===== config.mk =====
export PLATFORM = sky130hd
export DESIGN_NAME = uart_tx_arbiter
export DESIGN_NICKNAME = d
export VERILOG_FILES = /design/src/rtl/uart_tx_arbiter.sv
export SDC_FILE = /design/constraint.sdc
export NUM_CORES = 1
export LEC_CHECK = 0
export ABC_CLOCK_PERIOD_IN_PS = 1710
export CORE_MARGIN = 2
export CORE_UTILIZATION = 30
export DETAILED_ROUTE_END_ITERATION = 12
export GPL_TIMING_DRIVEN = 0
export PLACE_DENSITY = 0.65
export SLEW_MARGIN = 20
export SYNTH_ARGS = -nofsm -noshare
export SYNTH_HDL_FRONTEND = slang
export SYNTH_SLANG_ARGS = --single-unit

===== constraint.sdc =====
create_clock -name clk -period 1.71 [get_ports clk]
set_clock_uncertainty 0.05 [all_clocks]
set_input_delay 0.342 -clock clk [delete_from_list [all_inputs] [get_ports clk]]
set_output_delay 0.342 -clock clk [all_outputs]
set_load 0.02 [all_outputs]

===== src/rtl/uart_tx_arbiter.sv =====
// Round-robin arbiter with packet lock sharing one UART transmitter among NUM_REQ requesters.
// Optional build macro UART_ARB_PRIO0_EN gives requester 0 fixed priority whenever no packet is locked.
module uart_tx_arbiter #(
    parameter int NUM_REQ = 4,
    parameter int IDXW    = 2
) (
    input  logic                   clk,
    input  logic                   rst_n,
    input  logic [NUM_REQ-1:0]     req,
    input  logic [8*NUM_REQ-1:0]   req_data,
    input  logic [NUM_REQ-1:0]     req_last,
    output logic [NUM_REQ-1:0]     ack,
    output logic [NUM_REQ-1:0]     grant,
    output logic [IDXW-1:0]        owner,
    output logic                   busy,
    output logic                   trmt,
    output logic [7:0]             tx_data,
    input  logic                   tx_done
);

    // Handshakes:
    //   requester side: req[i] is a level held with req_data/req_last stable until ack[i] pulses for
    //   one cycle; the byte is captured at the edge that raises ack, and at most one ack bit is ever high.
    //   transmitter side: trmt pulses one cycle; tx_done is expected to fall and then rise again,
    //   and a missing fall is tolerated after four cycles.
    typedef enum logic [1:0] {
        IDLE      = 2'd0,
        LAUNCH    = 2'd1,
        WAIT_BUSY = 2'd2,
        WAIT_DONE = 2'd3
    } state_t;

    state_t              state;
    state_t              state_nxt;
    logic                lock;
    logic [IDXW-1:0]     rr_ptr;
    logic [1:0]          wb_cnt;

    logic                rr_valid;
    logic [IDXW-1:0]     rr_idx;
    logic [IDXW-1:0]     scan_idx;
    logic                pick_valid;
    logic [IDXW-1:0]     pick_idx;
    logic [NUM_REQ-1:0]  pick_oh;
    logic [IDXW-1:0]     next_ptr;
    logic                advance_ptr;

    function automatic logic [IDXW-1:0] wrap_add(input logic [IDXW-1:0] base, input int k);
        int s;
        s = int'(base) + k;
        if (s >= NUM_REQ) s = s - NUM_REQ;
        return IDXW'(s);
    endfunction

    // First asserted request at or after rr_ptr, wrapping modulo NUM_REQ.
    always_comb begin
        rr_valid = 1'b0;
        rr_idx   = '0;
        scan_idx = '0;
        for (int k = 0; k < NUM_REQ; k++) begin
            scan_idx = wrap_add(rr_ptr, k);
            if (!rr_valid && req[scan_idx]) begin
                rr_valid = 1'b1;
                rr_idx   = scan_idx;
            end
        end
    end

    always_comb begin
        pick_valid = 1'b0;
        pick_idx   = '0;
        if (lock) begin
            pick_valid = req[owner];
            pick_idx   = owner;
        end
`ifdef UART_ARB_PRIO0_EN
        else if (req[0]) begin
            pick_valid = 1'b1;
            pick_idx   = '0;
        end
`endif
        else begin
            pick_valid = rr_valid;
            pick_idx   = rr_idx;
        end
    end

    assign pick_oh  = {{(NUM_REQ-1){1'b0}}, 1'b1} << pick_idx;
    assign next_ptr = (owner == IDXW'(NUM_REQ - 1)) ? '0 : owner + 1'b1;

`ifdef UART_ARB_PRIO0_EN
    assign advance_ptr = (owner != '0);
`else
    assign advance_ptr = 1'b1;
`endif

    always_ff @(posedge clk) begin
        if (!rst_n) state <= IDLE;
        else        state <= state_nxt;
    end

    always_comb begin
        state_nxt = state;
        case (state)
            IDLE:      if (pick_valid) state_nxt = LAUNCH;
            LAUNCH:    state_nxt = WAIT_BUSY;
            WAIT_BUSY: if (!tx_done || wb_cnt == 2'd3) state_nxt = WAIT_DONE;
            WAIT_DONE: if (tx_done) state_nxt = IDLE;
            default:   state_nxt = IDLE;
        endcase
    end

    always_comb begin
        busy = (state != IDLE);
    end

    always_ff @(posedge clk) begin
        if (!rst_n) begin
            rr_ptr  <= '0;
            lock    <= 1'b0;
            ack     <= '0;
            grant   <= '0;
            owner   <= '0;
            trmt    <= 1'b0;
            tx_data <= '0;
            wb_cnt  <= '0;
        end else begin
            ack  <= '0;
            trmt <= (state_nxt == LAUNCH);
            case (state)
                IDLE: begin
                    if (pick_valid) begin
                        tx_data <= req_data[{pick_idx, 3'b000} +: 8];
                        owner   <= pick_idx;
                        grant   <= pick_oh;
                        ack     <= pick_oh;
                        lock    <= ~req_last[pick_idx];
                    end else if (lock) begin
                        // Owner went quiet mid-packet: drop the lock so others are not starved.
                        lock  <= 1'b0;
                        grant <= '0;
                    end
                end
                LAUNCH:    wb_cnt <= '0;
                WAIT_BUSY: wb_cnt <= wb_cnt + 2'd1;
                WAIT_DONE: begin
                    if (tx_done && !lock) begin
                        grant <= '0;
                        if (advance_ptr) rr_ptr <= next_ptr;
                    end
                end
                default: ;
            endcase
        end
    end

endmodule


Word-level counts from Yosys, hierarchy flattened. Cells that the tools add are included.

Flip-flop bits (word level): 26. Word-level logic and storage cells: 94. Input bits: 43.

Order comparisons: 10. Reductions and logical operators: 18. Shifts and indexed selects: 2. Add/sub/neg operators: 9. Bitwise operators: 1. Mux-type cells: 37. Equal/unequal tests: 8.

Operators by type and width (count): variable part select 32 x 6 -> 8 bit (1); 2-to-1 mux 2 bit (13); < comparator 2 x 3 -> 1 bit, second input constant (6); binary-select mux 1 bit (select 2 bit) (6); 2-to-1 mux 1 bit (12); 2-to-1 mux 4 bit (3); >= comparator 3 bit, second input constant (3); equality test 2 bit, second input constant (4); case mux 2 bit (4 select lines) (1); case mux 4 bit (2 select lines) (1); subtractor 2 x 1 -> 2 bit, second input constant (4); adder 2 x 2 -> 3 bit, second input constant (2); AND reduction 3 bit (2); nonzero test 2 bit (3); logical NOT 1 bit (5); adder 2 x 1 -> 2 bit, second input constant (2); equality test 2 x 1 -> 1 bit, second input constant (2); logical AND 1 bit (4); case mux 2 bit (2 select lines) (1); AND reduction 2 bit (2); << shifter 1 x 2 -> 4 bit, first input constant (1); adder 2 x 1 -> 3 bit, second input constant (1); >= comparator 2 x 3 -> 1 bit, second input constant (1); inequality test 3 bit, second input constant (1); other kinds (4) (4).

Depth between registers and ports, before layout.
Depth after elaboration: 19. Gate-level depth with buffers: 8.

Least setup slack after synthesis. OpenSTA, ideal clock, no wires.

Kind: register to register. From: register owner[0]. To: register grant[0]. Clock period less this slack: 2034 ps. Setup time: 118 ps. Buffers on the path: 1. Path slack: -324 ps. Required time: 1542 ps. Arrival time: 1866 ps. Stages on the path, launching flop included: 8. Cells stage by stage: dfxtp_1 -> mux4_2 -> mux2i_4 -> or2_1 -> buf_6 -> nor2_4 -> a32oi_1 -> nor2b_1.

Cells in the longest elaborated chain, start to end: 5.

RTL lines: start, declared (line 14) `output logic [IDXW-1:0] owner,`; start signal, assigned (line 134) `owner <= pick_idx;`; binary-select mux 1 bit (select 2 bit) (line 73) `pick_valid = req[owner];`; 2-to-1 mux 1 bit (not written as such) (line 73); 2-to-1 mux 1 bit (line 72) `if (lock) begin`; inequality test 3 bit (no source line) or 2-to-1 mux 4 bit (tied branches); AND reduction 3 bit (no source line) or case mux 4 bit (2 select lines) (tied branches); end signal, assigned (line 135) `grant <= pick_oh;`; end, declared (line 13) `output logic [NUM_REQ-1:0] grant,`.

Several ways; a longest one is shown, not always the timed one. The select of a mux whose other input is x is not followed. A chain may end at the register's enable or synchronous reset.

Worst setup path in the final report. Ends and elaborated chain as after synthesis.

==> results.py <==
metrics = {
    "status": {
        "status": "complete, but fails checks",
        "violations": "setup timing",
    },
    "power_and_ir_drop": {
        "switching_share_pct": 37.0,
        "vdd_drop_max_mv": 0.533,
        "clkPwrFrac_pct": 16.6,
        "pwr-share-comb_pct": 56.1,
        "pwr-share-seq_pct": 27.3,
        "p_int_uw": 1950,
        "power.total_uw": 3100,
        "p_per_area_mw_per_mm2": 1170,
        "power_switching_uw": 1150,
        "p_leak_uw": 0.00111,
    },
    "logic_synthesis": {
        "syn_inst": 151,
        "synth_top_family_by_area": "compound AO/OA/AOI/OAI gates",
        "synth-simple-area-share_pct": 18.4,
        "synth_xor_area_share_pct": 0,
        "synth.area.mux_share_pct": 15.1,
        "yosysWarningCount": 0,
        "synth_compound_area_share_pct": 22.0,
        "syn-num-nets": 200,
        "seq_area_frac_synth_pct": 34.6,
        "synth_fa_ha_area_share_pct": 4.99,
        "syn_area_per_cell_um2": 9.96,
        "ys_types": 44,
        "syn-cell-area_mm2": 0.00150,
        "synth-seq-cells": 26,
    },
    "timing": {
        "tightest_slew_ns": 0.582,
        "tns_ns": -1.37,
        "hold_viol_final": 0,
        "setup_ws_ns": -0.151,
        "fmax_ghz": 0.537,
        "period_needed_ns": 1.86,
        "whs_ns": 0.453,
        "rsz0062_at_grt": "true",
        "slew_viol_final": 0,
        "min_period_over_period_pct": 109,
        "finalSetupViolCount": 16,
        "slew_headroom_pct": 61.2,
    },
    "layout": {
        "layout-drive-gt1-share_pct": 31.0,
        "syn_to_final_growth_pct": 76.4,
        "nets": 295,
        "n_antenna_cell": 0,
        "final_common_cell": "clkdlybuf4s50_1",
        "layout_common_cells": "clkdlybuf4s50_1 (53), dfxtp_1 (21), buf_4 (20)",
    },
    "route": {
        "drt_iter0_markers": 88,
        "wire_per_inst_um": 15.1,
        "first_pass_iters": 4,
        "wirelength_um": 4710,
        "final_antenna_net_count": 0,
        "via_per_inst": 5.03,
        "remaining_drc_errors": 0,
        "vias": 1569,
    },
    "hold_path": {
        "worstHoldPathType": "reg -> reg",
        "hp-start": "wb_cnt[1]",
        "hold_depth": 2,
        "hold-path-endpoint": "wb_cnt[1]",
    },
    "global_route": {
        "first_global_vias": 1550,
        "grt.overflow.total": 0,
        "grt_first_pass_wirelength_um": 7000,
        "grt_start_max_net_pins": 16,
        "antenna_found_initial": 0,
        "grt_usage_pct": 16.1,
    },
    "critical_path": {
        "critical-path-slowest-cell": "mux4_2",
        "critPathLaunchType": "register",
        "rrSetupSlack_ns": -0.15,
        "crit_family": "multiplexers",
        "crit_type": "reg -> reg",
        "r2r_cells": 7,
        "crit_path_cell_trace": "mux4_2 -> mux2i_4 -> or2_1 -> buf_6 -> nor2_4 -> a32oi_1 -> nor2b_1",
        "crit_cells": 7,
        "cp-end-kind": "register",
        "max_stage_delay_ns": 0.54,
        "crit_fanout": 5,
        "arrival_ns": 1.98,
        "rr_endpoint": "grant[0]",
        "path_buf_inv": 1,
        "rr_startpoint": "owner[0]",
        "required_ns": 1.83,
    },
    "job": {
        "maxCapViolCount": 0,
    },
    "clock_network": {
        "htree_levels": 1,
        "cts_buffers": 3,
        "cts_sinks": 26,
        "clk_latency_ns": 0.27,
        "cts_root_buf": "clkbuf_8",
        "cts_tree": "built",
        "clockBufferDepth": 2,
        "cts-hold-fix-buffers": 0,
        "clk_pin_slew_ns": 0.10,
    },
    "floorplanning": {
        "row_count": 25,
        "die_h_um": 74.8,
        "die_area_mm2": 0.00560,
        "ioPinCount": 63,
        "start_util_pct": 31.4,
        "die_x_um": 74.8,
        "coreArea_mm2": 0.00479,
    },
    "placed_design": {
        "gp_congestion": 0.798,
        "dp_slack_ns": -0.748,
        "io_buffers": 61,
        "dp_hpwl_um": 2930,
    },
}
[how the worst max path moves through the flow]
| stage | slack, ns | from | to |
|---|---|---|---|
| global route | -0.25 | owner[0] | grant[0] |
| CTS | -0.1 | rr_ptr[0] | tx_data[0] |
| finish | -0.15 | owner[0] | grant[0] |
| detailed placement | -0.75 | req[0] | grant[0] |
| floorplan | -0.13 | owner[0] | grant[0] |
| global placement | -0.75 | req[0] | grant[3] |
[state kept, by name, indices dropped and copies added (netlist names)]
name and flops:
tx_data 8, state 2, rr_ptr 2, owner 2, wb_cnt 2, ack 4
lock 1, grant 4, trmt 1
[power by group through the flow]
stage,clock network [uW],logic (uW),registers [uW]
3_5_place_dp,0,1280,864
6_report,514,1740,848
3_3_place_gp,0,1280,860
4_1_cts,519,1560,836
2_1_floorplan,0,670,981
5_1_grt,537,1860,861
[what timing repair did]
action	4_1_cts	5_1_grt
setup endpoints to repair	24	21
gates resized for setup	34	22
setup buffers	20	9
pin swaps	14	10
gates cloned	2	0
[layout make-up]
type	count	area [um^2]
Fill cell	433	2130
Multi-Input combinational cell	112	1030
Timing Repair Buffer	90	867
Sequential cell	26	534
Tap cell	67	83.8
Clock buffer	3	41.3
Buffer	6	41.3
Clock inverter	1	30.0
Inverter	7	26.3
[synth_stat cells, drive strengths merged]
| cell type | number | area, um^2 |
|---|---|---|
| inv | 7 | 26.3 |
| ha | 6 | 75.1 |
| mux4 | 1 | 22.5 |
| buf | 4 | 37.5 |
| a31oi | 1 | 6.26 |
| nand2 | 6 | 22.5 |
| o21bai | 1 | 7.51 |
| a32oi | 4 | 35.0 |
| mux2i | 18 | 193 |
| nand3b | 3 | 22.5 |
| o211a | 2 | 20.0 |
| o31a | 1 | 8.76 |
| nor3 | 5 | 25.0 |
| a211oi | 2 | 15.0 |
| or4 | 1 | 11.3 |
| o21ba | 1 | 10.0 |
| mux2 | 1 | 11.3 |
| o221ai | 9 | 78.8 |
| a21oi | 3 | 18.8 |
| o21ai | 4 | 20.0 |
| nand2b | 2 | 12.5 |
| a21boi | 4 | 30.0 |
| clkbuf | 3 | 11.3 |
| dfxtp | 26 | 521 |
| a211o | 2 | 17.5 |
| nand3 | 14 | 87.6 |
| nor2b | 9 | 56.3 |
| o31ai | 2 | 20.0 |
| a221oi | 1 | 15.0 |
| o21a | 1 | 7.51 |
| o211ai | 1 | 12.5 |
| a21o | 1 | 7.51 |
| and2 | 1 | 6.26 |
| or2 | 1 | 6.26 |
| nor2 | 3 | 26.3 |
[per-stage QoR]
step	area (um^2)	util, %	std cells
3_3_place_gp	2210	46.2	279
3_5_place_dp	2210	46.2	279
5_1_grt	2650	55.4	312
2_1_floorplan	1520	-	151
4_1_cts	2510	52.5	304
6_report	2650	55.4	312
[worst register-to-register path, cell delays in order (launching register included)]
cell	delay, ns
dfxtp_4	0.37
mux4_2	0.54
mux2i_4	0.20
or2_1	0.15
buf_6	0.13
nor2_4	0.05
a32oi_1	0.21
nor2b_1	0.07
[routing by layer]
| metal | share of wire [%] | global-route usage [%] | vias to the layer above |
|---|---|---|---|
| met2 | 50 | 26.8 | 55 |
| met5 | 0 | 0 | - |
| li1 | - | - | 765 |
| met3 | 6.7 | 5.89 | 2 |
| met4 | 0.25 | 3.17 | 0 |
| met1 | 43 | 20.1 | 747 |
[cell families after synthesis]
| family | after synthesis |
|---|---|
| DFF | 26 |
| muxes | 20 |
| AOI/OAI and AO/OA | 40 |
| adders and majority gates | 6 |
| and+or+nand+nor | 45 |
| buffers and inverters | 14 |
Power figures use the tool's default switching activity.
